[src/rtl/dino_pkg.sv]
// Shared types for the dino sprite path: game-state encodings, sprite poses,
// screen limits and the per-pixel side-band struct carried down the render pipeline.
package dino_pkg;
  localparam int SPR_W_DEF = 32;
  localparam int SPR_H_DEF = 32;
  localparam int SCR_W     = 640;
  localparam int SCR_H     = 480;

  typedef enum logic [3:0] {
    ST_IDLE = 4'd0, ST_RUN = 4'd1, ST_JUMP = 4'd2, ST_DUCK = 4'd3, ST_DEAD = 4'd4
  } dino_state_e;

  typedef enum logic [2:0] {
    POSE_IDLE = 3'd0, POSE_RUN0 = 3'd1, POSE_RUN1 = 3'd2, POSE_JUMP = 3'd3,
    POSE_DUCK0 = 3'd4, POSE_DUCK1 = 3'd5, POSE_DEAD = 3'd6
  } pose_e;

  typedef struct packed {
    logic       inbox;
    logic       obs;
    logic [4:0] col;
  } pix_side_t;

  // Unknown game states fall back to the idle pose.
  function automatic pose_e pose_of(input logic [3:0] st, input logic anim);
    case (st)
      ST_RUN:  pose_of = anim ? POSE_RUN1 : POSE_RUN0;
      ST_JUMP: pose_of = POSE_JUMP;
      ST_DUCK: pose_of = anim ? POSE_DUCK1 : POSE_DUCK0;
      ST_DEAD: pose_of = POSE_DEAD;
      default: pose_of = POSE_IDLE;
    endcase
  endfunction
endpackage

[src/rtl/dino_sprite_render_if.sv]
// Pixel-stream bundle between the VGA timing side (master) and the sprite renderer (slave).
interface dino_sprite_render_if;
  logic       frame_start;
  logic       pix_valid;
  logic [9:0] pix_x;
  logic [8:0] pix_y;
  logic       obs_on;
  logic       dino_on;
  logic       out_valid;

  modport master (output frame_start, pix_valid, pix_x, pix_y, obs_on,
                  input  dino_on, out_valid);
  modport slave  (input  frame_start, pix_valid, pix_x, pix_y, obs_on,
                  output dino_on, out_valid);
endinterface

[src/rtl/dino_sprite_render_hit.sv]
// Per-frame overlap counter: closes each frame on frame_start and fires a one-shot kill.
module dino_sprite_render_hit #(
  parameter int HIT_MIN = 4
) (
  input  logic clk_25MHz,
  input  logic rst,
  input  logic frame_start,
  input  logic hit,
  input  logic armed,
  output logic kill,
  output logic collided
);
  logic [7:0] cnt, cnt_nx;
  logic       armed_q;

  // An overlap landing in the frame_start cycle still belongs to the closing frame.
  always_comb cnt_nx = (hit && cnt != 8'hFF) ? cnt + 8'd1 : cnt;

  always_ff @(posedge clk_25MHz) begin
    if (rst) begin
      cnt      <= '0;
      kill     <= 1'b0;
      collided <= 1'b0;
      armed_q  <= 1'b0;
    end else begin
      armed_q <= armed;
      kill    <= 1'b0;
      if (!armed) cnt <= '0;
      else if (frame_start) begin
        cnt <= '0;
        if (!collided && cnt_nx >= 8'(HIT_MIN)) begin
          kill     <= 1'b1;
          collided <= 1'b1;
        end
      end else cnt <= cnt_nx;
      // Disarming marks the start of a new game.
      if (armed_q && !armed) collided <= 1'b0;
    end
  end
endmodule

[src/rtl/dino_sprite_render.sv]
// Dino sprite renderer: frame-latched position/pose, 2-cycle ROM lookup pipeline,
// and collision detection against the obstacle layer.
module dino_sprite_render
  import dino_pkg::*;
#(
  parameter int SPR_W   = SPR_W_DEF,
  parameter int SPR_H   = SPR_H_DEF,
  parameter int HIT_MIN = 4
) (
  input  logic                 clk_25MHz,
  input  logic                 rst,
  dino_sprite_render_if.slave  pix,
  input  logic [9:0]           dino_x,
  input  logic [8:0]           dino_y,
  input  logic [3:0]           dino_state,
  input  logic                 dino_anim,
  input  logic                 armed,
  output logic [7:0]           rom_addr,
  input  logic [SPR_W-1:0]     rom_data,
  output logic                 kill,
  output logic                 collided
);
  localparam int STAGES = 2;

  logic [9:0] lx;
  logic [8:0] ly;
  pose_e      lpose;
  logic       live;

  // Position and pose are frozen for a whole frame to avoid tearing.
  always_ff @(posedge clk_25MHz) begin
    if (rst) begin
      lx    <= '0;
      ly    <= '0;
      lpose <= POSE_IDLE;
      live  <= 1'b0;
    end else if (pix.frame_start) begin
      lx    <= dino_x;
      ly    <= dino_y;
      lpose <= pose_of(dino_state, dino_anim);
      live  <= 1'b1;
    end
  end

  logic [9:0] dx;
  logic [8:0] dy;
  pix_side_t  s0;

  // Unsigned wrap on dx/dy rejects pixels left of / above the sprite for free.
  always_comb begin
    dx       = pix.pix_x - lx;
    dy       = pix.pix_y - ly;
    s0.col   = dx[4:0];
    s0.obs   = pix.obs_on;
    s0.inbox = pix.pix_valid & live &
               (dx < 10'(SPR_W)) & (dy < 9'(SPR_H)) &
               (pix.pix_x < 10'(SCR_W)) & (pix.pix_y < 9'(SCR_H));
  end

  logic      [STAGES:1] vld_pipe;
  pix_side_t [STAGES:1] side_pipe;

  always_ff @(posedge clk_25MHz) begin
    if (rst) begin
      vld_pipe  <= '0;
      side_pipe <= '0;
      rom_addr  <= '0;
    end else begin
      vld_pipe  <= {vld_pipe[STAGES-1:1], pix.pix_valid};
      side_pipe <= {side_pipe[STAGES-1:1], s0};
      rom_addr  <= {lpose, dy[4:0]};
    end
  end

  pix_side_t  s2;
  logic [4:0] bit_idx;
  logic       hit;

  // Bit 31 of the ROM row is the leftmost sprite pixel.
  assign s2            = side_pipe[STAGES];
  assign bit_idx       = 5'(SPR_W-1) - s2.col;
  assign pix.dino_on   = s2.inbox & rom_data[bit_idx];
  assign pix.out_valid = vld_pipe[STAGES];
  assign hit           = pix.out_valid & pix.dino_on & s2.obs & armed & (lpose != POSE_DEAD);

  dino_sprite_render_hit #(.HIT_MIN(HIT_MIN)) u_hit (
    .clk_25MHz   (clk_25MHz),
    .rst         (rst),
    .frame_start (pix.frame_start),
    .hit         (hit),
    .armed       (armed),
    .kill        (kill),
    .collided    (collided)
  );
endmodule

[src/flat_wrapper.sv]
// flat-port wrapper written by rule: the top's interface ports become plain ports
module dino_sprite_render_flat import dino_pkg::*;
#(
  parameter int SPR_W   = SPR_W_DEF,
  parameter int SPR_H   = SPR_H_DEF,
  parameter int HIT_MIN = 4
)
  (clk_25MHz, rst, dino_x, dino_y, dino_state, dino_anim, armed, rom_addr, rom_data, kill, collided, pix_frame_start, pix_pix_valid, pix_pix_x, pix_pix_y, pix_obs_on, pix_dino_on, pix_out_valid);
  dino_sprite_render_if pix_i ();
  input  logic clk_25MHz;
  input  logic rst;
  input  logic [9:0] dino_x;
  input  logic [8:0] dino_y;
  input  logic [3:0] dino_state;
  input  logic dino_anim;
  input  logic armed;
  output logic [7:0] rom_addr;
  input  logic [SPR_W-1:0] rom_data;
  output logic kill;
  output logic collided;
  input wire logic [$bits(pix_i.frame_start)-1:0] pix_frame_start;
  input wire logic [$bits(pix_i.pix_valid)-1:0] pix_pix_valid;
  input wire logic [$bits(pix_i.pix_x)-1:0] pix_pix_x;
  input wire logic [$bits(pix_i.pix_y)-1:0] pix_pix_y;
  input wire logic [$bits(pix_i.obs_on)-1:0] pix_obs_on;
  output wire logic [$bits(pix_i.dino_on)-1:0] pix_dino_on;
  output wire logic [$bits(pix_i.out_valid)-1:0] pix_out_valid;
  assign pix_i.frame_start = pix_frame_start;
  assign pix_i.pix_valid = pix_pix_valid;
  assign pix_i.pix_x = pix_pix_x;
  assign pix_i.pix_y = pix_pix_y;
  assign pix_i.obs_on = pix_obs_on;
  assign pix_dino_on = pix_i.dino_on;
  assign pix_out_valid = pix_i.out_valid;
  dino_sprite_render #(.SPR_W(SPR_W), .SPR_H(SPR_H), .HIT_MIN(HIT_MIN)) u_core (.clk_25MHz(clk_25MHz), .rst(rst), .pix(pix_i), .dino_x(dino_x), .dino_y(dino_y), .dino_state(dino_state), .dino_anim(dino_anim), .armed(armed), .rom_addr(rom_addr), .rom_data(rom_data), .kill(kill), .collided(collided));
endmodule
[config.mk]
export PLATFORM = sky130hd
export DESIGN_NAME = dino_sprite_render_flat
export DESIGN_NICKNAME = d
export VERILOG_FILES = /design/src/rtl/dino_pkg.sv /design/src/rtl/dino_sprite_render_if.sv /design/src/rtl/dino_sprite_render_hit.sv /design/src/rtl/dino_sprite_render.sv /design/src/flat_wrapper.sv
export SDC_FILE = /design/constraint.sdc
export NUM_CORES = 1
export LEC_CHECK = 0
export BUFFER_PORTS_ARGS = -buffer_cell sky130_fd_sc_hd__buf_2
export CAP_MARGIN = 20
export CELL_PAD_IN_SITES_DETAIL_PLACEMENT = 1
export CELL_PAD_IN_SITES_GLOBAL_PLACEMENT = 2
export CORE_MARGIN = 4
export CORE_UTILIZATION = 31
export CTS_BUF_LIST = sky130_fd_sc_hd__clkbuf_16
export DETAILED_ROUTE_END_ITERATION = 10
export PLACE_DENSITY = 0.89
export SETUP_SLACK_MARGIN = 0.1
export SLEW_MARGIN = 15
export SYNTH_ARGS = -nofsm -noshare
export SYNTH_HDL_FRONTEND = slang
export SYNTH_HIERARCHICAL = 1
export SYNTH_SLANG_ARGS = --single-unit
[constraint.sdc]
create_clock -name clk_25MHz -period 3.75 [get_ports clk_25MHz]
set_input_delay 0.1875 -clock clk_25MHz [delete_from_list [all_inputs] [get_ports clk_25MHz]]
set_output_delay 0.1875 -clock clk_25MHz [all_outputs]
set_load 0.005 [all_outputs]
==> flow_metrics.tcl <==
set metrics [dict create \
    status "completed" \
    diodes 0 \
    vdd_drop_max_uv 196 \
    p_clk_share_pct 43.4 \
    cts_buffers 9 \
    num_rows 36 \
    holdCritStartpoint "dino_x[6]" \
    hpwl_um 6380 \
    p_int_w 0.00122 \
    place_congestion 0.862 \
    worstMarginPinSlew_ns 0.874 \
    core_area_um2 9820 \
    hold_buffers 0 \
    max_freq_ghz 0.332 \
    yosys.area.top_type_share_pct 37.0 \
    synth_commonest_cells "58 x dfxtp_1, 43 x nor2_1, 30 x inv_1, 25 x mux2i_1, 22 x nor2b_1" \
    crit_required_ns 3.97 \
    rr_startpoint "u_core/s2[0]" \
    max_cap_violations 0 \
    cpMostUsedCell "mux4_2" \
    path_clk_slew_ns 0.06 \
    met2_usage_pct 25.6 \
    area_growth_syn_to_layout_pct 26.6 \
    grt_use_met3_pct 3.37 \
    path_buf_inv 0 \
    cts_buffer_depth 2 \
    setup_viol_count_final 0 \
    max_stage_delay_ns 0.62 \
    synth_edf_count 0 \
    overflow 0 \
    nets 529 \
    grt_pass1_vias 2891 \
    min_path_type "in2reg" \
    initial_core_util_pct 32.0 \
    utilization_pct 40.5 \
    vias 2790 \
    ys_ff_latch 58 \
    end_kind "register" \
    top_usage_layer "met2" \
    grtUsageMet1_pct 17.7 \
    setup_tns_ns 0 \
    yosysWarnings 6 \
    min_period_over_period_pct 80.4 \
    netlist_instances 337 \
    path_cells "mux4_2 > mux4_2 > mux2i_1 > nor2b_1 > and3_1 > and4_1 > a21oi_1 > nor3_1 > nor4bb_1" \
    drc_errors 0 \
    wl_per_cell_um 14.4 \
    routed_wirelength_um 8160 \
    ant_nets 0 \
    synth.avg_cell_area_um2 9.32 \
    async_flop_share_pct 0 \
    synthTopCellsByArea "dfxtp_1 37%, mux2i_1 8.0%, ha_1 7.2%" \
    ios 93 \
    tritoncts "done" \
    ys_types 55 \
    yosysTopAreaCell "dfxtp_1" \
    synth_nets 438 \
    grt_antenna_before_repair 0 \
    hold_viol 0 \
    start_kind "register" \
    postCtsSetupRepairBufs 0 \
    rr_worst_depth 9 \
    clockRootBuffer "clkbuf_16" \
    power.density_nw_per_um2 415 \
    clock-skew-final_ns 0.00777 \
    max_slew_margin_pct 41.7 \
    cts_max_level 3 \
    slew_violations 0 \
    insertion_delay_ns 0.32 \
    reg2reg_slack_ns 0.74 \
    power_frac_comb_pct 16.2 \
    yosysSeqAreaShare_pct 37.0 \
    die_y_um 109 \
    drtIter0Drc 71 \
    period_needed_ns 3.01 \
    p_leak_nw 1.76 \
    slowest_stage "dfxtp_1" \
    synth_ff_type "dfxtp_1" \
    cts.repair.resized 0 \
    critical_path_class "reg2reg" \
    seqPwrFrac_pct 40.4 \
    port_buffers 92 \
    cp.arrival_ns 3.24 \
    viasPerCell 4.94 \
    power_switching_w 0.000429 \
    yosysMostFrequentCell "dfxtp_1" \
    reg2reg_to "u_core/u_hit/kill" \
    cts.sinks 58 \
    finalPower_w 0.00165 \
    grt_max_degree 49 \
    netlist_area_um2 3140 \
    path_delay_family "multiplexers" \
    drive_gt1_share_pct 27.8 \
    grt_usage_pct 14.6 \
    dieArea_um2 11800 \
    holdPathStages 3 \
    first_pass_iters 4 \
    rsz0062_at_grt "no" \
    critPathMaxFanout 8 \
    die_x_um 109 \
    grt_pass1_wl_um 13500 \
    holdPathEnd "u_core/lx[6]" \
    power_switching_share_pct 26.0 \
]
[worst max path at each step]
stage | cells past startpoint | to | startpoint
5_1_grt | 9 | u_core/u_hit/kill | u_core/s2[0]
3_3_place_gp | 9 | u_core/u_hit/collided | u_core/s2[0]
3_5_place_dp | 9 | u_core/u_hit/kill | u_core/s2[0]
6_report | 9 | u_core/u_hit/kill | u_core/s2[0]
4_1_cts | 9 | u_core/u_hit/kill | u_core/s2[0]
2_1_floorplan | 10 | u_core/u_hit/collided | u_core/s2[0]
[cells by family after synthesis]
family / after synthesis / synth area share (%)
and+or+nand+nor: 114 / 18.5
AOI/OAI and AO/OA: 62 / 14.1
DFF: 58 / 37.0
buffers and inverters: 42 / 5.22
muxes: 35 / 15.1
adders and majority gates: 20 / 8.45
xor gates and xnor gates: 6 / 1.67
[metrics by stage]
step | instances | hold WS [ns] | worst slack [ns] | instance area (um^2)
after floorplan | 337 | 0.257 | 1.11 | 3140
after global placement | 550 | 0.411 | 0.821 | 3720
after detailed placement | 550 | 0.425 | 0.720 | 3720
after CTS | 565 | 0.0943 | 0.705 | 3980
after global routing | 565 | 0.102 | 0.454 | 3980
final | 565 | 0.102 | 0.736 | 3980
[registers in the layout (all words and copies together), names as in the netlist]
signal and cells:
u_core/rom_addr 8, u_core/u_hit/cnt 8, u_core/lpose 3, u_core/side_pipe 7
u_core/lx 10, u_core/live 1, u_core/vld_pipe 2, u_core/u_hit/armed_q 1
u_core/u_hit/collided 1, u_core/ly 9, u_core/u_hit/kill 1, u_core/s2 7
[worst reg2reg max path, delay by kind of cell (launching register included)]
family,cells,cell delay (ns)
simple gates,5,0.89
flops,1,0.62
mux,3,1.23
compound gates,1,0.18
[per-layer routing]
metal,vias up,share of wire (%)
li1,1389,-
met1,1325,43
met2,72,51
met3,4,5.9
met4,0,0.59
met5,-,0
[layout make-up]
type | count | area (um^2)
clock buffer | 9 | 225
fill | 1190 | 5840
inverter | 30 | 113
timing repair buffer | 92 | 460
sequential | 58 | 1160
clock inverter | 6 | 35.0
tap | 133 | 166
multi-input combinational | 237 | 1820
[power by group through the flow]
stage | clock network [W] | logic [W] | registers [W]
after floorplan | 0 | 0.000179 | 0.000673
after global placement | 0 | 0.000261 | 0.000678
after detailed placement | 0 | 0.000269 | 0.000680
after CTS | 0.000741 | 0.000272 | 0.000667
after global routing | 0.000769 | 0.000303 | 0.000671
final | 0.000716 | 0.000268 | 0.000666
[cell usage in the layout, fill, tap and decap left out, types with 12 or more instances in the layout]
cell type	n
inv_1	30
a21oi_1	12
mux2i_1	25
nor2b_1	22
nor2_1	43
buf_2	92
nand2_1	14
dfxtp_1	58
ha_1	18
Power figures use the tool's default switching activity.
